**src/rtl/ir_frame_tx.sv**
```systemverilog
// Pulse-distance IR frame transmitter: leader mark/space, one mark/space pair per data
// bit (LSB first), and a stop mark, with the carrier gated on during marks.
module ir_frame_tx #(
    parameter int unsigned CLK_HZ       = 100_000_000,
    parameter int unsigned CARRIER_HZ   = 38_000,
    parameter int unsigned DUTY_PCT     = 50,
    parameter int unsigned UNIT_US      = 562,
    parameter int unsigned DATA_BITS    = 32,
    parameter int unsigned LEAD_MARK_U  = 16,
    parameter int unsigned LEAD_SPACE_U = 8,
    parameter int unsigned ONE_SPACE_U  = 3,
    parameter int unsigned ZERO_SPACE_U = 1
) (
    input  logic                 clk_in,
    input  logic                 rst_in,
    input  logic [DATA_BITS-1:0] data_in,
    input  logic                 valid_in,
    output logic                 ready_out,
    output logic                 busy_out,
    output logic                 done_out,
    output logic                 ir_sig
);

    function automatic int unsigned max2(input int unsigned a, input int unsigned b);
        return (a > b) ? a : b;
    endfunction

    localparam int unsigned PERIOD   = CLK_HZ / CARRIER_HZ;
    localparam int unsigned HIGH     = PERIOD * DUTY_PCT / 100;
    localparam int unsigned UNIT_CYC = CLK_HZ / 1_000_000 * UNIT_US;
    localparam int unsigned MAX_N    = max2(max2(max2(LEAD_MARK_U, LEAD_SPACE_U),
                                                  max2(ONE_SPACE_U, ZERO_SPACE_U)), 1);
    localparam int unsigned CYC_W    = (UNIT_CYC > 1) ? $clog2(UNIT_CYC) : 1;
    localparam int unsigned UNIT_W   = (MAX_N > 1) ? $clog2(MAX_N) : 1;
    localparam int unsigned BIT_W    = $clog2(DATA_BITS) + 1;
    localparam int unsigned PH_W     = (PERIOD > 1) ? $clog2(PERIOD) : 1;

    // Reject parameter sets that cannot produce a valid carrier or unit timing.
    if (PERIOD < 2) begin : g_chk_period
        $error("ir_frame_tx: carrier period must be at least 2 clock cycles");
    end
    if (HIGH < 1 || HIGH >= PERIOD) begin : g_chk_high
        $error("ir_frame_tx: carrier high time must satisfy 1 <= HIGH < PERIOD");
    end
    if (UNIT_CYC < 1) begin : g_chk_unit
        $error("ir_frame_tx: timing unit must be at least one clock cycle");
    end
    if (LEAD_MARK_U < 1 || LEAD_SPACE_U < 1 || ONE_SPACE_U < 1 || ZERO_SPACE_U < 1) begin : g_chk_len
        $error("ir_frame_tx: every symbol must last at least one unit");
    end

    typedef enum logic [2:0] {
        S_IDLE,
        S_LEAD_MARK,
        S_LEAD_SPACE,
        S_BIT_MARK,
        S_BIT_SPACE,
        S_STOP_MARK
    } state_t;

    state_t               state, state_n;
    logic [CYC_W-1:0]     cyc, cyc_n;
    logic [UNIT_W-1:0]    unit, unit_n;
    logic [BIT_W-1:0]     bit_idx, bit_idx_n;
    logic [PH_W-1:0]      phase, phase_n;
    logic [DATA_BITS-1:0] shreg, shreg_n;
    logic                 ready_n, busy_n, done_n, ir_n;
    logic                 is_mark, cyc_last, sym_end;
    int unsigned          sym_units;

    // State, counters and registered outputs.
    always_ff @(posedge clk_in or negedge rst_in) begin
        if (!rst_in) begin
            state     <= S_IDLE;
            cyc       <= '0;
            unit      <= '0;
            bit_idx   <= '0;
            phase     <= '0;
            shreg     <= '0;
            ready_out <= 1'b1;
            busy_out  <= 1'b0;
            done_out  <= 1'b0;
            ir_sig    <= 1'b0;
        end else begin
            state     <= state_n;
            cyc       <= cyc_n;
            unit      <= unit_n;
            bit_idx   <= bit_idx_n;
            phase     <= phase_n;
            shreg     <= shreg_n;
            ready_out <= ready_n;
            busy_out  <= busy_n;
            done_out  <= done_n;
            ir_sig    <= ir_n;
        end
    end

    // Next-state, counter and output logic.
    always_comb begin
        state_n   = state;
        cyc_n     = cyc;
        unit_n    = unit;
        bit_idx_n = bit_idx;
        phase_n   = '0;
        shreg_n   = shreg;
        done_n    = 1'b0;

        is_mark = (state == S_LEAD_MARK) || (state == S_BIT_MARK) || (state == S_STOP_MARK);

        case (state)
            S_LEAD_MARK:  sym_units = LEAD_MARK_U;
            S_LEAD_SPACE: sym_units = LEAD_SPACE_U;
            S_BIT_SPACE:  sym_units = shreg[0] ? ONE_SPACE_U : ZERO_SPACE_U;
            default:      sym_units = 1;
        endcase

        cyc_last = (cyc == CYC_W'(UNIT_CYC - 1));
        sym_end  = cyc_last && (unit == UNIT_W'(sym_units - 1));

        if (state == S_IDLE) begin
            cyc_n  = '0;
            unit_n = '0;
            if (valid_in && ready_out) begin
                shreg_n   = data_in;
                bit_idx_n = '0;
                state_n   = S_LEAD_MARK;
            end
        end else if (sym_end) begin
            cyc_n  = '0;
            unit_n = '0;
            case (state)
                S_LEAD_MARK:  state_n = S_LEAD_SPACE;
                S_LEAD_SPACE: state_n = S_BIT_MARK;
                S_BIT_MARK:   state_n = S_BIT_SPACE;
                S_BIT_SPACE: begin
                    shreg_n   = shreg >> 1;
                    bit_idx_n = bit_idx + BIT_W'(1);
                    state_n   = (bit_idx == BIT_W'(DATA_BITS - 1)) ? S_STOP_MARK : S_BIT_MARK;
                end
                default: begin
                    state_n = S_IDLE;
                    done_n  = 1'b1;
                end
            endcase
        end else if (cyc_last) begin
            cyc_n  = '0;
            unit_n = unit + UNIT_W'(1);
        end else begin
            cyc_n = cyc + CYC_W'(1);
        end

        // Marks never follow marks, so staying in a mark state means the carrier keeps running.
        if (is_mark && (state_n == state)) begin
            phase_n = (phase == PH_W'(PERIOD - 1)) ? '0 : phase + PH_W'(1);
        end

        ir_n    = is_mark && (phase < PH_W'(HIGH));
        busy_n  = (state_n != S_IDLE);
        ready_n = (state_n == S_IDLE);
    end

endmodule

```
**config.mk**
```make
export PLATFORM = sky130hd
export DESIGN_NAME = ir_frame_tx
export DESIGN_NICKNAME = d
export VERILOG_FILES = /design/src/rtl/ir_frame_tx.sv
export SDC_FILE = /design/constraint.sdc
export NUM_CORES = 1
export LEC_CHECK = 0
export ABC_AREA = 1
export BUFFER_PORTS_ARGS = -buffer_cell sky130_fd_sc_hd__buf_4
export CAP_MARGIN = 20
export CELL_PAD_IN_SITES_DETAIL_PLACEMENT = 1
export CELL_PAD_IN_SITES_GLOBAL_PLACEMENT = 1
export CORE_UTILIZATION = 46
export CTS_CLUSTER_SIZE = 16
export DETAILED_ROUTE_END_ITERATION = 16
export PLACE_DENSITY_LB_ADDON = 0.1
export SYNTH_ARGS = -nofsm -noshare
export SYNTH_HDL_FRONTEND = slang
export SYNTH_SLANG_ARGS = --single-unit
```
**constraint.sdc**
```tcl
create_clock -name clk_in -period 3.5 [get_ports clk_in]
set_clock_uncertainty 0.1 [all_clocks]
set_input_delay 0.7 -clock clk_in [delete_from_list [all_inputs] [get_ports clk_in]]
set_output_delay 0.7 -clock clk_in [all_outputs]
set_load 0.05 [all_outputs]
```
==> metrics.yaml, run 1 <==
worst_setup_path:
  path_max_fanout: 36
  critPathLaunchType: "flip-flop"
  crit_required_ns: 3.59
  end_kind: "flip-flop"
  cp.arrival_ns: 3.10
  critPathKind: "flip-flop to flip-flop"
  rrSetupSlack_ns: 0.49
flow_run:
  maxCapViolations: 0
pwr:
  design_power_total_mw: 1.67
  p_leak_nw: 2.57
  peakVddDrop_uv: 180
  power_density_nw_per_um2: 349
run_status:
  status: "finished clean"
place:
  gp_congestion: 0.821
  port_buffers: 38
  pre_cts_slack_ns: 0.507
  placed_cells: 717
  hpwlAfterDp_um: 7070
timing:
  tightest_slew_ns: 0.971
  relSlewSlack_pct: 35.0
  grt_setup_unrepaired: "false"
  max_freq_mhz: 332
  setup-tns-final_ns: 0
  finalSetupViolations: 0
  slew_violations: 0
  min_period_ns: 3.01
  finalCritPeriodShare_pct: 86.0
  hold_viol: 0
  setup_ws_ns: 0.491
routing:
  drcViolationCount: 0
  totalWireLength_um: 10200
  vias: 3804
  first_iter_violations: 174
  viasPerCell: 5.18
  firstDrtPassIters: 4
  final_antenna_net_count: 0
  post_drt_wl_per_cell_um: 13.9
clock_tree:
  cts_tree: "done"
  cts_hold_buffers: 0
  clock_path_buffers: 2
  cts_repair_resize_count: 0
  cts-htree-levels: 3
  cts.sinks: 77
  clock_latency_ns: 0.34
  cts_setup_buffers: 0
  clk_pin_slew_ns: 0.09
  tritoncts.num_buffers: 9
  root_buffer: "clkbuf_8"
grt:
  gr-usage-met3_pct: 4.24
  grt_pass1_vias: 3912
  grt_util_met1_pct: 30.3
  grt_max_degree: 78
  met2_usage_pct: 39.8
  grt.busiest_layer: "met2"
  grt_overflow: 0
  grt_pass1_wl_um: 18000
  antenna_found_initial: 0
  grt_use_total_pct: 23.2
synthesis:
  ys_types: 29
  netlist_instances: 586
  ys_warn_count: 0
  synthTopCellsByArea: "dfrtp_1 45%, nand2_1 24%, nor2_1 4.5%"
  ys_ff_latch: 77
  yosysSeqAreaShare_pct: 46.0
  yosysTopAreaCellShare_pct: 45.4
  yosysTopAreaCell: "dfrtp_1"
  synth_nets: 627
  syn_avg_cell_area_um2: 7.15
  synth_area_um2: 4190
min_path:
  hold_path.class: "input pin to async pin"
final_layout:
  final_cells: 734
  fillers: 1138
  syn2layout_area_growth_pct: 14.0
  drive_gt1_share_pct: 11.8
  multi_input_area_um2: 1980
  diodes: 0
  final_common_cell: "nand2_1"
  final_nets: 662
  seq_area_um2: 1930
  mostFrequentLayoutCells: "266 x nand2_1, 76 x dfrtp_1, 49 x nor2_1"
die:
  io-pin-count: 39
  dieHeight_um: 97.4
  rows: 34
  die-area_um2: 9490
  initial_core_util_pct: 47.8
  coreArea_um2: 8760
  dieWidth_um: 97.4
==> per-stage QoR <==
stage	util, %	cell area, um2	hold WS, ns
finish	54.5	4780	0.167
global route	54.5	4780	0.182
CTS	54.2	4750	0.388
detailed placement	51.7	4530	0.365
global placement	51.7	4530	0.360
floorplan	-	4190	0.304
==> state kept, by name (all words and copies together) (netlist names), 3 cells and up <==
register  cells
bit_idx       6
cyc          16
phase        12
shreg        32
state         3
unit          4
==> cell type report <==
cell class	count	area share, %
inverter	47	3.69
clock buffer	12	3.46
timing repair buffer	43	7.18
multi-input combinational	443	41.4
clock inverter	4	1.13
sequential	77	40.4
tap	108	2.83
==> power breakdown <==
part           internal [mW]  switching, mW  total [mW]
Clock                  0.391          0.338       0.729
Sequential             0.889              0       0.889
Combinational         0.0267         0.0233      0.0500
==> Yosys cell counts (all sizes together) <==
cell,count
ha,6
xor2,9
a31oi,3
o21bai,1
buf,14
o211ai,1
a21oi,10
or2,2
a211oi,2
nor2,51
dfrtp,76
dfstp,1
nor3,15
clkbuf,5
nand3,30
o21ai,16
nand4,19
nor4,2
nor3b,1
xnor2,4
nand2,271
inv,47
==> logic make-up after synthesis <==
logic type | count (synthesis) | synth area share (%)
compound gates | 33 | 4.27
xor+xnor | 13 | 2.72
fa+ha+maj | 6 | 1.79
buf+inv | 66 | 6.87
flops | 77 | 46.0
simple gates | 391 | 38.3
==> critical path: stages, from the launching register on <==
cell,delay [ns]
dfrtp_1,0.41
inv_1,0.16
nand2_2,0.11
nor2_1,0.19
nand2_1,0.08
ha_1,0.30
inv_1,0.04
nand2_1,0.08
nand2_1,0.05
nor2_1,0.13
nand3_1,0.14
nor2_4,0.13
nand2_2,0.12
nand2_2,0.11
nand2_2,0.07
inv_2,0.44
o21ai_0,0.19
==> final timing paths <==
kind                            from          to  cells after the start
hold / removal                rst_in      cyc[8]                      1
setup / recovery            state[0]  bit_idx[0]                     16
hold reg to reg            shreg[11]   shreg[11]                      2
setup reg to reg            state[0]  bit_idx[0]                     16
min in group clk_in        shreg[11]   shreg[11]                      2
max in group asynchronous     rst_in   ready_out                      2
==> metal layers <==
layer  part of all wire [%]  up-vias
li1                       -     1908
met1                     48     1846
met2                     49       41
met3                    2.3        9
met4                    1.1        0
met5                      0        -
(Power assumes the default switching activity.)
==> run 2: changes to the inputs <==
--- a/config.mk
+++ b/config.mk
@@ -5,12 +5,11 @@
 export SDC_FILE = /design/constraint.sdc
 export NUM_CORES = 1
 export LEC_CHECK = 0
-export ABC_AREA = 1
 export BUFFER_PORTS_ARGS = -buffer_cell sky130_fd_sc_hd__buf_4
 export CAP_MARGIN = 20
 export CELL_PAD_IN_SITES_DETAIL_PLACEMENT = 1
 export CELL_PAD_IN_SITES_GLOBAL_PLACEMENT = 1
-export CORE_UTILIZATION = 46
+export CORE_UTILIZATION = 49
 export CTS_CLUSTER_SIZE = 16
 export DETAILED_ROUTE_END_ITERATION = 16
 export PLACE_DENSITY_LB_ADDON = 0.1
==> run 2 against run 1 <==
Worst setup slack lost 0.030 ns. Combinational power grew to 9.6 times the previous value. Routed wire length shrank 18%. Largest cell class is now flip-flops and latches. Die area shrank 16%. Clock power shrank 17%.
==> metrics.yaml, run 2 <==
clock_tree:
  cts_setup_buffers: 0  # unchanged
  tritoncts.num_buffers: 9  # unchanged
  root_buffer: "clkbuf_8"
  cts_repair_resize_count: 0  # unchanged
  cts.sinks: 77  # unchanged
  cts-htree-levels: 3  # unchanged
  cts_hold_buffers: 0  # unchanged
  clock_latency_ns: 0.34  # about the same
  clock_path_buffers: 2  # unchanged
  clk_pin_slew_ns: 0.09  # about the same
  cts_tree: "done"
timing:
  relSlewSlack_pct: 34.6  # -0.43 points
  slew_violations: 0  # unchanged
  setup_ws_ns: 0.461  # -0.0297 ns
  min_period_ns: 3.04  # +0.0297 ns
  grt_setup_unrepaired: "false"
  finalCritPeriodShare_pct: 86.8  # +0.85 points
  hold_viol: 0  # unchanged
  tightest_slew_ns: 0.982  # +0.0107 ns
  finalSetupViolations: 0  # unchanged
  hold_ws_ns: 0.383  # +0.216 ns
  max_freq_mhz: 329  # -0.98%
  setup-tns-final_ns: 0  # unchanged
grt:
  grt.busiest_layer: "met2"
  grt_use_total_pct: 22.4  # -0.77 points
  grt_overflow: 0  # unchanged
  met2_usage_pct: 36.7  # -3.0 points
  grt_max_degree: 78  # unchanged
  grt_pass1_wl_um: 13500  # -25%
  gr-usage-met3_pct: 4.25  # about the same
  grt_util_met1_pct: 30.5  # +0.13 points
  grt_pass1_vias: 2788  # -29%
  antenna_found_initial: 0  # unchanged
final_layout:
  drive_gt1_share_pct: 17.9  # +6.1 points
  final_nets: 433  # -35%
  largest_register: "shreg"
  syn2layout_area_growth_pct: 14.5
  diodes: 0  # unchanged
  reg.largest.list: "shreg x32, cyc x16, phase x12"
  mostFrequentLayoutCells: "76 x dfrtp_1, 45 x buf_4, 37 x nor2_1"
  final_common_cell: "dfrtp_1"
  largest_reg_flops: 32  # unchanged
routing:
  totalWireLength_um: 8390  # -18%
  final_antenna_net_count: 0  # unchanged
  drcViolationCount: 0  # unchanged
  first_iter_violations: 103  # -41%
  post_drt_wl_per_cell_um: 16.9  # +22%
  firstDrtPassIters: 4  # unchanged
  viasPerCell: 5.69  # +9.8%
  vias: 2822  # -26%
worst_setup_path:
  cp.arrival_ns: 3.15  # +0.05 ns
  end_kind: "flip-flop"
  path_max_fanout: 16  # -56%
  critPathLaunchType: "flip-flop"
  crit_required_ns: 3.61  # +0.02 ns
  critPathKind: "flip-flop to flip-flop"
flow_run:
  maxCapViolations: 0  # unchanged
place:
  hpwlAfterDp_um: 5880  # -17%
  port_buffers: 38  # unchanged
  gp_congestion: 0.815  # -0.74%
  pre_cts_slack_ns: 0.503  # -0.00382 ns
die:
  initial_core_util_pct: 51.1  # +3.3 points
  die-area_um2: 8000  # -16%
  io-pin-count: 39  # unchanged
  coreArea_um2: 7330  # -16%
  rows: 31  # -8.8%
  dieHeight_um: 89.4  # -8.2%
  dieWidth_um: 89.4  # -8.2%
run_status:
  status: "finished clean"
synthesis:
  synthTopCellsByArea: "dfrtp_1 51%, o22a_1 7.3%, o21a_1 6.6%"
  yosysSeqAreaShare_pct: 51.5  # +5.5 points
  async_flop_share_pct: 100  # unchanged
  syn_avg_cell_area_um2: 10.7  # +49%
  yosysTopAreaCellShare_pct: 50.8  # +5.4 points
  synth-edff-count: 0  # unchanged
  synth_nets: 392  # -37%
  netlist_instances: 351  # -40%
  ys_ff_latch: 77  # unchanged
  ys_warn_count: 0  # unchanged
  synthFlopType: "dfrtp_1"
  synth_common_cells: "76 x dfrtp_1, 37 x nor2_1, 33 x o21a_1, 31 x o22a_1, 22 x nand2_1"
  yosysTopAreaCell: "dfrtp_1"
  ys_types: 49  # +69%
  synth_area_um2: 3740  # -11%
  yosysMostFrequentCell: "dfrtp_1"
pwr:
  p_leak_nw: 1.81  # -30%
  power_density_nw_per_um2: 562  # +61%
  peakVddDrop_uv: 325  # +81%
min_path:
  hold_path.class: "input pin to async pin"
run 2: per-stage QoR:
| step | total power [mW] | cell area (um2) | std cells | utilization, % |
|---|---|---|---|---|
| 2_1_floorplan | 1.65 | 3740 | 351 | - |
| 3_3_place_gp | 1.79 | 4110 | 480 | 56.1 |
| 3_5_place_dp | 1.83 | 4110 | 480 | 56.1 |
| 4_1_cts | 2.44 | 4290 | 496 | 58.5 |
| 5_1_grt | 2.54 | 4290 | 496 | 58.5 |
| 6_report | 2.41 | 4290 | 496 | 58.5 |
run 2: cells by family after synthesis:
family          after synthesis  share of synthesized area [%]
compound gates               94                           19.1
xor+xnor                     27                           6.31
fa+ha+maj                     6                           2.00
buf+inv                      23                           3.34
flops                        77                           51.5
mux                           3                          0.802
simple gates                121                           17.0
run 2: worst paths after layout:
kind                            from          to  slack, ns  depth (start not counted)
max                         state[0]  bit_idx[0]       0.46                         10
min                           rst_in   shreg[30]       0.38                          1
max reg2reg                 state[0]  bit_idx[0]       0.46                         10
min reg2reg                phase[11]      ir_sig       0.39                          1
max in group asynchronous     rst_in  bit_idx[0]       2.25                          1
min in group clk_in        phase[11]      ir_sig       0.39                          1
run 2: routing by layer:
layer  wire length [um]  part of all wire (%)
met2               4070                    48
met3                198                   2.4
met1               4040                    48
met4                 85                   1.0
met5                  0                     0
run 2: power breakdown:
group / leakage [nW] / switching, mW / internal [mW]
Sequential: 0.950 / 0.185 / 1.14
Combinational: 0.782 / 0.216 / 0.265
Clock: 0.0755 / 0.344 / 0.263
Total: 1.81 / 0.745 / 1.66
run 2: area by class of cell:
class | count | area (um2)
Inverter | 8 | 30.0
Tap cell | 99 | 124
Timing Repair Buffer | 45 | 338
Sequential cell | 77 | 1930
Multi-Input combinational cell | 251 | 1690
Fill cell | 801 | 3040
Clock buffer | 10 | 128
Clock inverter | 6 | 47.5
run 2: critical path, cell delays in order (launching register included):
cell,delay [ns]
dfrtp_1,0.55
nor2_1,0.39
nand3_1,0.15
ha_1,0.26
or2_2,0.28
mux2i_1,0.13
buf_4,0.17
a21oi_1,0.10
nor2_2,0.37
buf_4,0.30
mux2i_1,0.10
==> run 3: changes to the inputs <==
--- a/config.mk
+++ b/config.mk
@@ -7,12 +7,10 @@
 export LEC_CHECK = 0
 export BUFFER_PORTS_ARGS = -buffer_cell sky130_fd_sc_hd__buf_4
 export CAP_MARGIN = 20
-export CELL_PAD_IN_SITES_DETAIL_PLACEMENT = 1
-export CELL_PAD_IN_SITES_GLOBAL_PLACEMENT = 1
 export CORE_UTILIZATION = 49
 export CTS_CLUSTER_SIZE = 16
 export DETAILED_ROUTE_END_ITERATION = 16
-export PLACE_DENSITY_LB_ADDON = 0.1
+export PLACE_DENSITY = 0.68
 export SYNTH_ARGS = -nofsm -noshare
 export SYNTH_HDL_FRONTEND = slang
 export SYNTH_SLANG_ARGS = --single-unit
==> run 3 against run 2 <==
Count of clock-buffer cells in the layout unchanged. Sequential power is essentially flat. Routed wire length down 10%. Sequential share of layout area down 0.18 points. Critical path type unchanged. Largest power group unchanged. Highest routed layer unchanged.
==> metrics.yaml, run 3 (synthesis gave the netlist of run 2 again) <==
run_status:
  status: "finished clean"
grt:
  grt_pass1_wl_um: 12600  # -6.7%
  antenna_found_initial: 0  # unchanged
  grt_overflow: 0  # unchanged
  grt_use_total_pct: 21.1  # -1.4 points
  grt_pass1_vias: 2611  # -6.3%
  grt_max_degree: 78  # unchanged
timing:
  relSlewSlack_pct: 37.4  # +2.9 points
  slew_violations: 0  # unchanged
  tightest_slew_ns: 0.939  # -0.0430 ns
  setup-tns-final_ns: 0  # unchanged
  finalCritPeriodShare_pct: 93.8  # +7.0 points
  min_period_ns: 3.28  # +0.244 ns
  finalSetupViolations: 0  # unchanged
  grt_setup_unrepaired: "false"
  hold_viol: 0  # unchanged
  max_freq_mhz: 305  # -7.4%
  hold_ws_ns: 0.375  # -0.00783 ns
routing:
  vias: 2745  # -2.7%
  route.met3.wl_um: 270  # +36%
  firstDrtPassIters: 4  # unchanged
  first_iter_violations: 148  # +44%
  drcViolationCount: 0  # unchanged
  totalWireLength_um: 7540  # -10%
  dr_wl_met2_um: 3290  # -19%
  post_drt_wl_per_cell_um: 15.2  # -9.9%
  top_layer_used: "met4"
  viasPerCell: 5.55  # -2.5%
  final_antenna_net_count: 0  # unchanged
  drt-met1-wl_um: 3870  # -4.2%
place:
  placed_cells: 479  # -0.21%
  port_buffers: 38  # unchanged
  hpwlAfterDp_um: 5120  # -13%
  gp_congestion: 0.823  # +0.97%
die:
  die-area_um2: 8000  # unchanged
  dieWidth_um: 89.4  # unchanged
  io-pin-count: 39  # unchanged
  dieHeight_um: 89.4  # unchanged
  coreArea_um2: 7330  # unchanged
  initial_core_util_pct: 51.1  # unchanged
  rows: 31  # unchanged
final_layout:
  final_cells: 495  # -0.20%
  final_nets: 432  # -0.23%
  final_common_cell: "dfrtp_1"
  largest_register: "shreg"
  seq_area_um2: 1930  # unchanged
  reg.largest.list: "shreg x32, cyc x16, phase x12"
  mostFrequentLayoutCells: "76 x dfrtp_1, 44 x buf_4, 37 x nor2_1"
  fillers: 637  # -20%
  syn2layout_area_growth_pct: 14.9
  multi_input_area_um2: 1690  # unchanged
  diodes: 0  # unchanged
  drive_gt1_share_pct: 17.9  # +0.045 points
  largest_reg_flops: 32  # unchanged
min_path:
  hold_path.class: "input pin to async pin"
flow_run:
  maxCapViolations: 0  # unchanged
worst_setup_path:
  critPathKind: "flip-flop to flip-flop"
  cp.arrival_ns: 3.47  # +0.32 ns
  path_max_fanout: 14  # -2
  critPathLaunchType: "flip-flop"
  crit_required_ns: 3.69  # +0.08 ns
  end_kind: "flip-flop"
clock_tree:
  tritoncts.num_buffers: 9  # unchanged
  root_buffer: "clkbuf_8"
  cts.sinks: 77  # unchanged
  cts_repair_resize_count: 0  # unchanged
  cts_tree: "done"
  cts-htree-levels: 3  # unchanged
  clock_path_buffers: 2  # unchanged
  cts_setup_buffers: 0  # unchanged
  cts_hold_buffers: 0  # unchanged
  clk_pin_slew_ns: 0.08  # about the same
  clock_latency_ns: 0.36  # +0.02 ns
pwr:
  p_leak_nw: 1.82  # +0.81%
  power_density_nw_per_um2: 574  # +2.1%
  peakVddDrop_uv: 271  # -17%
## run 3: path summary, 6_finish.rpt
kind	slack, ns	startpoint	cells past startpoint	endpoint
min	0.37	rst_in	1	cyc[5]
min in group clk_in	0.38	cyc[0]	1	cyc[0]
max in group asynchronous	2.31	rst_in	1	state[2]
min reg2reg	0.37	cyc[0]	1	cyc[0]
max	0.22	state[0]	9	shreg[1]
max reg2reg	0.22	state[0]	9	shreg[1]
## run 3: power by group
group	switching, mW	internal (mW)
registers	0.178	1.14
logic	0.213	0.266
clock network	0.333	0.346
## run 3: layer usage
layer,GRT usage [%],vias to the layer above
met3,3.69,11
met2,30.0,47
met5,0,-
li1,-,1353
met1,31.3,1334
met4,9.52,0
## run 3: area by class of cell
type	count	area share (%)
clock buffer	10	3.20
timing repair buffer	44	7.67
multi-input combinational	251	39.3
sequential	77	44.8
tap	99	2.88
inverter	8	0.698
clock inverter	6	1.45
## run 3: per-stage QoR
step	setup slack [ns]	total power [mW]	cell area [um2]	util (%)
6_report	0.217	2.47	4300	58.7
5_1_grt	0.0272	2.61	4300	58.7
4_1_cts	0.265	2.50	4300	58.7
3_5_place_dp	0.274	1.81	4100	56.0
3_3_place_gp	0.410	1.78	4100	56.0
2_1_floorplan	0.754	1.65	3740	-
## run 3: worst max-delay path, cell delays in order (launching register included)
cell and delay, ns:
dfrtp_1 0.53, nor2_1 0.38, nand3_1 0.13, ha_1 0.24, or2_2 0.27, mux2i_1 0.53
a21oi_1 0.16, nor2_2 0.43, buf_4 0.30, o21a_1 0.14
